## src/rtl/watch_pkg.sv

```systemverilog
// Shared types and constants for the wristwatch time controller.
// Mode encoding, field widths/limits and the wrap-around increment helpers.
package watch_pkg;

  typedef enum logic [1:0] {
    MODE_RUN     = 2'd0,
    MODE_SET_MIN = 2'd1,
    MODE_SET_HR  = 2'd2,
    MODE_ILLEGAL = 2'd3
  } mode_e;

  localparam int SEC_W = 6;
  localparam int MIN_W = 6;
  localparam int HR_W  = 5;

  localparam logic [SEC_W-1:0] SEC_MAX = 6'd59;
  localparam logic [MIN_W-1:0] MIN_MAX = 6'd59;
  localparam logic [HR_W-1:0]  HR_MAX  = 5'd23;

  function automatic logic [5:0] inc_wrap6(input logic [5:0] v, input logic [5:0] max_v);
    return (v >= max_v) ? 6'd0 : v + 6'd1;
  endfunction

  function automatic logic [4:0] inc_wrap5(input logic [4:0] v, input logic [4:0] max_v);
    return (v >= max_v) ? 5'd0 : v + 5'd1;
  endfunction

endpackage

```

## src/rtl/btn_debounce.sv

```systemverilog
// Button conditioner: 2-FF synchronizer, stability counter, and a one-cycle
// press pulse on the registered rising edge of the debounced level.
module btn_debounce #(
  parameter int DEBOUNCE_CYCLES = 500000
) (
  input  logic clk,
  input  logic reset,
  input  logic raw,
  output logic level,
  output logic press
);

  localparam int CNT_W = (DEBOUNCE_CYCLES > 1) ? $clog2(DEBOUNCE_CYCLES + 1) : 1;
  localparam logic [CNT_W-1:0] CNT_LAST = CNT_W'(DEBOUNCE_CYCLES - 1);

  logic             sync1_q, sync2_q;
  logic             stable_q, stable_d;
  logic             stable_dly_q;
  logic             press_q, press_d;
  logic [CNT_W-1:0] cnt_q, cnt_d;

  always_comb begin
    stable_d = stable_q;
    cnt_d    = '0;
    if (sync2_q != stable_q) begin
      if (cnt_q == CNT_LAST) begin
        stable_d = sync2_q;
      end else begin
        cnt_d = cnt_q + CNT_W'(1);
      end
    end
    // Edge detected against the delayed copy so the pulse trails the level by one cycle.
    press_d = stable_q & ~stable_dly_q;
  end

  always_ff @(posedge clk) begin
    if (reset) begin
      sync1_q      <= 1'b0;
      sync2_q      <= 1'b0;
      stable_q     <= 1'b0;
      stable_dly_q <= 1'b0;
      press_q      <= 1'b0;
      cnt_q        <= '0;
    end else begin
      sync1_q      <= raw;
      sync2_q      <= sync1_q;
      stable_q     <= stable_d;
      stable_dly_q <= stable_q;
      press_q      <= press_d;
      cnt_q        <= cnt_d;
    end
  end

  assign level = stable_q;
  assign press = press_q;

endmodule

```

## src/rtl/watch_time_ctrl.sv

```systemverilog
// Wristwatch time registers with RUN / SET_MIN / SET_HR mode FSM and set-mode timeout.
// Optional inc auto-repeat in set modes is enabled by defining WATCH_AUTOREPEAT_EN.
module watch_time_ctrl
  import watch_pkg::*;
#(
  parameter int DEBOUNCE_CYCLES = 500000,
  parameter int SET_TIMEOUT     = 30,
  parameter int REPEAT_DELAY    = 25000000,
  parameter int REPEAT_RATE     = 10000000
) (
  input  logic       clk,
  input  logic       reset,
  input  logic       tick_1hz,
  input  logic       btn_mode,
  input  logic       btn_inc,
  output logic [5:0] sec,
  output logic [5:0] min,
  output logic [4:0] hr,
  output logic [1:0] mode,
  output logic       blink
);

  localparam int TMO_W = (SET_TIMEOUT > 1) ? $clog2(SET_TIMEOUT + 1) : 1;
  localparam logic [TMO_W-1:0] TMO_LAST = TMO_W'(SET_TIMEOUT - 1);

  mode_e            mode_q, mode_d;
  logic [SEC_W-1:0] sec_q, sec_d;
  logic [MIN_W-1:0] min_q, min_d;
  logic [HR_W-1:0]  hr_q, hr_d;
  logic             blink_q, blink_d;
  logic [TMO_W-1:0] tmo_q, tmo_d;

  logic mode_level, mode_press;
  logic inc_level, inc_press;
  logic inc_evt;

  btn_debounce #(.DEBOUNCE_CYCLES(DEBOUNCE_CYCLES)) u_db_mode (
    .clk   (clk),
    .reset (reset),
    .raw   (btn_mode),
    .level (mode_level),
    .press (mode_press)
  );

  btn_debounce #(.DEBOUNCE_CYCLES(DEBOUNCE_CYCLES)) u_db_inc (
    .clk   (clk),
    .reset (reset),
    .raw   (btn_inc),
    .level (inc_level),
    .press (inc_press)
  );

  always_comb begin
    mode_d  = mode_q;
    sec_d   = sec_q;
    min_d   = min_q;
    hr_d    = hr_q;
    blink_d = blink_q;
    tmo_d   = tmo_q;
    case (mode_q)
      MODE_RUN: begin
        blink_d = 1'b0;
        tmo_d   = '0;
        if (tick_1hz) begin
          sec_d = inc_wrap6(sec_q, SEC_MAX);
          if (sec_q == SEC_MAX) begin
            min_d = inc_wrap6(min_q, MIN_MAX);
            if (min_q == MIN_MAX) begin
              hr_d = inc_wrap5(hr_q, HR_MAX);
            end
          end
        end
        // A coincident tick keeps its min/hr carries; only sec is overridden.
        if (mode_press) begin
          mode_d = MODE_SET_MIN;
          sec_d  = '0;
        end
      end
      MODE_SET_MIN, MODE_SET_HR: begin
        sec_d = '0;
        if (mode_press) begin
          mode_d  = (mode_q == MODE_SET_MIN) ? MODE_SET_HR : MODE_RUN;
          blink_d = 1'b0;
          tmo_d   = '0;
        end else begin
          if (tick_1hz) begin
            blink_d = ~blink_q;
            tmo_d   = tmo_q + TMO_W'(1);
          end
          if (inc_evt) begin
            if (mode_q == MODE_SET_MIN) begin
              min_d = inc_wrap6(min_q, MIN_MAX);
            end else begin
              hr_d = inc_wrap5(hr_q, HR_MAX);
            end
            tmo_d = '0;
          end else if (tick_1hz && (tmo_q == TMO_LAST)) begin
            mode_d  = MODE_RUN;
            blink_d = 1'b0;
            tmo_d   = '0;
          end
        end
      end
      default: begin
        mode_d  = MODE_RUN;
        blink_d = 1'b0;
        tmo_d   = '0;
      end
    endcase
  end

  always_ff @(posedge clk) begin
    if (reset) begin
      mode_q  <= MODE_RUN;
      sec_q   <= '0;
      min_q   <= '0;
      hr_q    <= '0;
      blink_q <= 1'b0;
      tmo_q   <= '0;
    end else begin
      mode_q  <= mode_d;
      sec_q   <= sec_d;
      min_q   <= min_d;
      hr_q    <= hr_d;
      blink_q <= blink_d;
      tmo_q   <= tmo_d;
    end
  end

`ifdef WATCH_AUTOREPEAT_EN
  localparam int RPT_MAX = (REPEAT_DELAY > REPEAT_RATE) ? REPEAT_DELAY : REPEAT_RATE;
  localparam int RPT_W   = $clog2(RPT_MAX + 1);
  localparam logic [RPT_W-1:0] RPT_DELAY_V = RPT_W'(REPEAT_DELAY);
  localparam logic [RPT_W-1:0] RPT_RATE_V  = RPT_W'(REPEAT_RATE);

  logic [RPT_W-1:0] rpt_cnt_q, rpt_cnt_d;
  logic             rpt_first_q, rpt_first_d;
  logic             rpt_fire;
  logic             in_set;

  assign in_set   = (mode_q == MODE_SET_MIN) || (mode_q == MODE_SET_HR);
  // Counter value 0 means idle; a press loads 1 so the count equals cycles since the pulse.
  assign rpt_fire = in_set && inc_level && (rpt_cnt_q != '0) &&
                    (rpt_cnt_q == (rpt_first_q ? RPT_DELAY_V : RPT_RATE_V));
  assign inc_evt  = inc_press | rpt_fire;

  always_comb begin
    rpt_cnt_d   = '0;
    rpt_first_d = rpt_first_q;
    if (!in_set || !inc_level || (mode_d != mode_q)) begin
      rpt_cnt_d   = '0;
      rpt_first_d = 1'b1;
    end else if (inc_press) begin
      rpt_cnt_d   = RPT_W'(1);
      rpt_first_d = 1'b1;
    end else if (rpt_fire) begin
      rpt_cnt_d   = RPT_W'(1);
      rpt_first_d = 1'b0;
    end else if (rpt_cnt_q != '0) begin
      rpt_cnt_d = rpt_cnt_q + RPT_W'(1);
    end
  end

  always_ff @(posedge clk) begin
    if (reset) begin
      rpt_cnt_q   <= '0;
      rpt_first_q <= 1'b1;
    end else begin
      rpt_cnt_q   <= rpt_cnt_d;
      rpt_first_q <= rpt_first_d;
    end
  end
`else
  logic unused_repeat;
  assign unused_repeat = inc_level & (REPEAT_DELAY > 0) & (REPEAT_RATE > 0);
  assign inc_evt       = inc_press;
`endif

  logic unused_mode_level;
  assign unused_mode_level = mode_level;

  assign sec   = sec_q;
  assign min   = min_q;
  assign hr    = hr_q;
  assign mode  = mode_q;
  assign blink = blink_q;

endmodule

```

## config.mk

```make
export PLATFORM = sky130hd
export DESIGN_NAME = watch_time_ctrl
export DESIGN_NICKNAME = d
export VERILOG_FILES = /design/src/rtl/watch_pkg.sv /design/src/rtl/btn_debounce.sv /design/src/rtl/watch_time_ctrl.sv
export SDC_FILE = /design/constraint.sdc
export NUM_CORES = 1
export LEC_CHECK = 0
export ABC_AREA = 1
export BUFFER_PORTS_ARGS = -buffer_cell sky130_fd_sc_hd__clkbuf_2
export CORE_MARGIN = 2
export CORE_UTILIZATION = 30
export CTS_CLUSTER_DIAMETER = 120
export CTS_CLUSTER_SIZE = 12
export DETAILED_ROUTE_END_ITERATION = 6
export GPL_TIMING_DRIVEN = 0
export PLACE_DENSITY = 0.54
export SYNTH_ARGS = -nofsm -noshare
export SYNTH_HDL_FRONTEND = slang
export SYNTH_SLANG_ARGS = --single-unit
```

## constraint.sdc

```tcl
create_clock -name clk -period 1.5 [get_ports clk]
set_input_delay 0.075 -clock clk [delete_from_list [all_inputs] [get_ports clk]]
set_output_delay 0.075 -clock clk [all_outputs]
set_load 0.02 [all_outputs]
```

==> out/metrics.yaml, run 1 <==
outcome: "completed"
cp.buffers_inverters: 2
hp-start: "reset"
layout_setup_ws_ns: 0.0302
critPathSlowestCell: "dfxtp_4"
final_common_cell: "nand2_1"
critPathLaunch: "u_db_mode.cnt_q[0]"
area_growth_syn_to_layout_pct: 29.1
netlist.area_leader.share: 0.385
clock_skew_ns: 0.00500
grt_max_degree: 13
routed_wl_um: 8620
crit_chain: "ha_4 > inv_2 > nor2_4 > nand3_2 > o21ai_4 > bufbuf_16 > nor2_2"
grt_setup_unrepaired: "yes"
slew_violations: 0
async_flop_share: 0
rows: 41
post_drt_wl_per_cell_um: 11.0
synth.area.top_cells: "dfxtp_1 38%, nand2_1 12%, nor2_1 9.7%"
cpPeakStageDelay_ns: 0.37
relSlewSlack: 0.677
core_area_mm2: 0.0125
synth-main-ff-cell: "dfxtp_1"
worst_slew_pin_slew_ns: 0.485
cts_buffer_depth: 2
vias: 3571
hp-class: "in -> reg"
hpwl_um: 5990
rr_startpoint: "u_db_mode.cnt_q[0]"
drt_iter0_drc: 161
maxCapViolCount: 0
netlist_area_mm2: 0.00380
total_power_uw: 4700
io_buffers: 24
final-setup-viol-count: 0
grt_remaining_overflow: 0
grt_pass1_wl_um: 14500
final_cell_mix: "119 x nand2_1, 92 x nor2_1, 65 x inv_1, 61 x dfxtp_1, 39 x nand3_1"
die_area_mm2: 0.0136
pre_cts_ws_ns: -0.215
finalHoldViolCount: 0
gp_congestion: 0.835
synth-edff-count: 0
grt_pass1_vias: 3311
dr.pass1.iters: 4
grt_use_total: 0.132
antenna_found_initial: 0
period_minus_slack_ns: 1.47
crit_family: "flip-flops"
leakage_uw: 0.00185
cp-end-kind: "register"
fin_crit_sh: 0.980
yosys.area.top_type: "dfxtp_1"
p_per_area_mw_per_mm2: 958
numCtsBuffers: 9
worstPathRequired_ns: 1.73
synth_seq_area_share: 0.385
cts-root-buf: "clkbuf_16"
ios: 25
crit_path_start_kind: "register"
drc_errors: 0
die_width_um: 117
synth_nets: 572
vdd_drop_max_uv: 707
finalSetupTns_ns: 0
syn_area_per_cell_um2: 6.85
start_util: 0.304
crit_type: "reg -> reg"
drive_gt1_frac: 0.226
cts_tree: "yes"
htree_num_levels: 3
insertedDiodeCount: 0
path_max_fanout: 5
viasPerCell: 4.54
max_clock_freq_mhz: 680
synth-seq-cells: 73
fin_nets: 626
netlist_instances: 555
die_y_um: 117
path_clk_slew_ns: 0.06
synthDistinctLibCells: 31
ant_nets: 0
cts_sinks: 73
clkLatencyLatePin_ns: 0.33
crit_arrival_ns: 1.69
yosysWarnings: 0
## power by group
part	internal (µW)	switching, µW
logic	47.0	67.9
registers	1940	13.0
clock network	1810	814
## cell families after synthesis
group	Yosys count	synth area share
simple gates	327	0.386
buf+inv	81	0.0843
flops	73	0.385
compound gates	44	0.0642
xor+xnor	18	0.0415
fa+ha+maj	12	0.0395
## Yosys cell counts, types with 4 or more instances
library cell / count
nand3_1: 41
ha_1: 12
xor2_1: 15
nor3_2: 4
nand3_2: 4
nor3_1: 14
inv_2: 5
nand2_1: 125
nor2_2: 11
a21oi_1: 25
inv_1: 71
dfxtp_1: 73
nand4_1: 16
o21ai_0: 10
nor2_1: 98
nand2_2: 4
## through the flow
stage	hold slack, ns	utilization	instance area [µm²]	instances
6_report	0.0134	0.392	4900	786
5_1_grt	0.0452	0.392	4900	786
4_1_cts	0.0119	0.378	4730	781
3_5_place_dp	0.287	0.333	4170	751
3_3_place_gp	0.285	0.333	4170	751
2_1_floorplan	0.153	-	3830	555
## routing by layer
metal | vias to the layer above | track usage | share of wire
li1 | 1877 | - | -
met2 | 52 | 0.225 | 0.48
met3 | 10 | 0.0415 | 0.037
met4 | 0 | 0.0408 | 0.014
met1 | 1632 | 0.161 | 0.47
met5 | - | 0 | 0
## final cells by class
cell class                 instances  area [µm²]
fill                            1315        7610
multi-input combinational        402        2200
sequential                        73        1490
timing repair buffer              42         297
inverter                          76         290
clock buffer                      12         278
tap                              172         215
clock inverter                     4        95.1
buffer                             5        38.8
## state kept, by name, indices dropped and copies added, names as in the netlist
register / cells
u_db_inc.level: 1
blink: 1
u_db_inc.cnt_q: 19
u_db_mode.sync1_q: 1
mode: 2
hr: 5
u_db_mode.cnt_q: 19
u_db_inc.sync1_q: 1
tmo_q: 5
u_db_inc.stable_dly_q: 1
min: 6
u_db_inc.press: 1
u_db_inc.sync2_q: 1
u_db_mode.stable_dly_q: 1
u_db_mode.level: 1
sec: 6
u_db_mode.press: 1
u_db_mode.sync2_q: 1
## path summary, 6_finish.rpt
check | to | slack, ns | depth (start not counted)
setup reg to reg | u_db_mode.cnt_q[2] | 0.03 | 7
hold / removal | u_db_mode.press | 0.01 | 2
setup / recovery | u_db_mode.cnt_q[2] | 0.03 | 7
hold reg to reg | u_db_mode.press | 0.39 | 1
## repair_timing
item | 4_1_cts | 5_1_grt
pin swaps | 6 | 11
resized for setup | 15 | 45
hold buffers | 2 | 0
buffers inserted | 11 | 4
cloned | 1 | 1
setup endpoints to repair | 40 | 53
hold endpoints to repair | 2 | 0
No activity file was read; power rests on OpenSTA's default activity.
==> run 2, diff against run 1 <==
Settings changed: CORE_UTILIZATION 30 to 44, PLACE_DENSITY 0.54 to 0.7.
==> run 2 against run 1 <==
  * Cell count down 8.0%
  * Clock-buffer cell count is 2 higher
  * Global-route usage rose by 4.0 points
  * Sequential power barely moved
  * Sequential share of layout area up 1.1 points
  * Combinational power barely moved
  * Critical endpoint is now min[5]
  * Final area fell by 4.1%
  * Flip-flop and latch count unchanged
  * Fmax shrank 1.4%
  * Clock power shrank 38%
==> out/metrics.yaml, run 2 (synthesis gave the netlist of run 1 again) <==
clkPwrFrac: 0.440  # -0.119
final_common_cell: "nand2_1"
fin_nets: 630  # +0.64%
hp-start: "tick_1hz"
insertedDiodeCount: 0  # unchanged
hp-class: "in -> reg"
grt_max_degree: 12  # -1
max_clock_freq_mhz: 671  # -1.4%
p_int_uw: 2890  # -24%
io_buffers: 24  # unchanged
worst_slew_pin_slew_ns: 0.545  # +0.0607 ns
start_util: 0.458  # +0.154
grt_pass1_wl_um: 13800  # -4.8%
area_growth_syn_to_layout_pct: 23.7
cpPeakStageDelay_ns: 0.39  # +0.02 ns
reg2reg_depth: 10  # +3
seq_area_mm2: 0.00149  # -0.59%
rrSetupSlack_ns: 0.01  # -0.02 ns
grt_setup_unrepaired: "yes"
pwr-share-comb: 0.031  # +0.007
critPathSlowestCell: "dfxtp_4"
cts_buffer_depth: 2  # unchanged
slew_violations: 0  # unchanged
fin_crit_sh: 0.994  # +0.0137
dr.pass1.iters: 5  # +1
cp-end-kind: "register"
final_cell_mix: "118 x nand2_1, 93 x nor2_1, 66 x inv_1, 62 x dfxtp_1, 38 x nand3_1"
viasPerCell: 4.98  # +9.5%
cts_tree: "yes"
die_area_mm2: 0.00940  # -31%
power.share.sequential: 0.529  # +0.113
p_sw_uw: 801  # -10%
crit_type: "reg -> reg"
vdd_drop_max_uv: 379  # -46%
reg2reg_to: "min[5]"
period_minus_slack_ns: 1.49  # +0.0206 ns
numCtsBuffers: 9  # unchanged
drt_iter0_drc: 142  # -12%
rows: 33  # -20%
die_width_um: 96.9  # -17%
clock_skew_ns: 0.00962  # +0.00462 ns
htree_num_levels: 3  # unchanged
swShare: 0.217  # +0.0263
cts_sinks: 73  # unchanged
post_drt_wl_per_cell_um: 11.6  # +5.6%
cp.buffers_inverters: 2  # unchanged
grt_remaining_overflow: 0  # unchanged
final-setup-viol-count: 0  # unchanged
clkLatencyLatePin_ns: 0.35  # +0.02 ns
path_clk_slew_ns: 0.07  # about the same
relSlewSlack: 0.636  # -0.0405
multi_input_area_mm2: 0.00221  # +0.68%
crit_chain: "inv_4 > ha_4 > nand2_4 > nand2_4 > nor2_4 > nand3_4 > nand2_2 > inv_2 > nor2_1 > nor2_1"
crit_arrival_ns: 1.72  # +0.03 ns
drive_gt1_frac: 0.225  # -0.00147
outcome: "completed"
routed_wl_um: 8370  # -2.8%
dp_cells: 684  # -8.9%
crit_path_start_kind: "register"
ios: 25  # unchanged
min_to: "blink"
path_max_fanout: 6  # +1
leakage_uw: 0.00183  # -1.0%
grt_pass1_vias: 3201  # -3.3%
total_power_uw: 3700  # -21%
drc_errors: 0  # unchanged
critPathLaunch: "mode[0]"
maxCapViolCount: 0  # unchanged
finalSetupTns_ns: 0  # unchanged
layout_setup_ws_ns: 0.00962  # -0.0206 ns
worstPathRequired_ns: 1.72  # about the same
final_cells: 723  # -8.0%
cts-root-buf: "clkbuf_8"
gp_congestion: 0.867  # +3.8%
ant_nets: 0  # unchanged
reg_top3: "u_db_inc.cnt_q: 19 flops, u_db_mode.cnt_q: 19 flops"
antenna_found_initial: 0  # unchanged
grt_use_total: 0.172  # +0.0399
vias: 3598  # +0.76%
nFillCells: 780  # -41%
hpwl_um: 5550  # -7.3%
pre_cts_ws_ns: -0.191  # +0.0233 ns
finalHoldViolCount: 0  # unchanged
rr_startpoint: "mode[0]"
core_area_mm2: 0.00830  # -34%
die_y_um: 96.9  # -17%
holdPathStages: 2  # unchanged
p_per_area_mw_per_mm2: 786  # -18%
crit_family: "simple AND/OR/NAND/NOR gates"
==> run 2: cell count changes in the layout (fill, tap and decap cells not counted), sizes merged <==
| cell | before | now |
|---|---|---|
| inv | 76 | 75 |
| clkinv | 1 | 2 |
| clkbuf | 38 | 39 |
| dlygate4sd3 | 2 | 3 |
| buf | 18 | 22 |
| bufinv | 3 | 1 |
==> run 2: area by class of cell <==
class                      instances  area share
timing repair buffer              46      0.0705
sequential                        73       0.316
tap                              105      0.0279
multi-input combinational        402       0.470
clock buffer                      14      0.0367
clock inverter                     2     0.00745
inverter                          76      0.0628
buffer                             5     0.00825
==> run 2: worst max-delay path by stage <==
stage / endpoint / cells past startpoint
finish: min[5] / 10
global route: hr[1] / 9
CTS: min[5] / 10
detailed placement: u_db_mode.cnt_q[2] / 7
global placement: u_db_mode.cnt_q[6] / 7
floorplan: min[5] / 10
==> run 2: metal layers <==
metal,routed length (µm),track usage,share of wire
met3,330,0.0332,0.039
met2,4070,0.294,0.49
met4,115,0.0563,0.014
met1,3860,0.218,0.46
met5,0,0,0
==> run 2: worst reg2reg max path, delay by kind of cell, from the launching register on <==
| family | cells | cell delay, ns |
|---|---|---|
| flip-flops | 1 | 0.39 |
| buffers and inverters | 2 | 0.08 |
| AND/OR/NAND/NOR | 7 | 0.64 |
| adder cells (fa/ha/maj) | 1 | 0.27 |
==> run 2: power groups by stage <==
stage	logic, µW	registers [µW]	clock network, µW
finish	116	1960	1620
global route	129	1960	1720
floorplan	50.7	2000	0
global placement	84.6	2000	0
detailed placement	86.6	2000	0
CTS	106	1950	1650
==> run 2: metrics by stage <==
step                 util  area, µm²  hold WS, ns
global route        0.567       4700       0.0317
CTS                 0.538       4470       0.0205
finish              0.567       4700       0.0329
floorplan               -       3830        0.153
detailed placement  0.492       4080        0.272
global placement    0.492       4080        0.272
==> run 2: timing repair <==
action                                  4_1_cts  5_1_grt
endpoints found under the setup margin       47       46
hold buffers                                  3        0
gates resized for setup                      17       43
cloned                                        1        1
pin swaps                                     4       18
hold endpoints to repair                      4        0
buffers inserted                              7       12
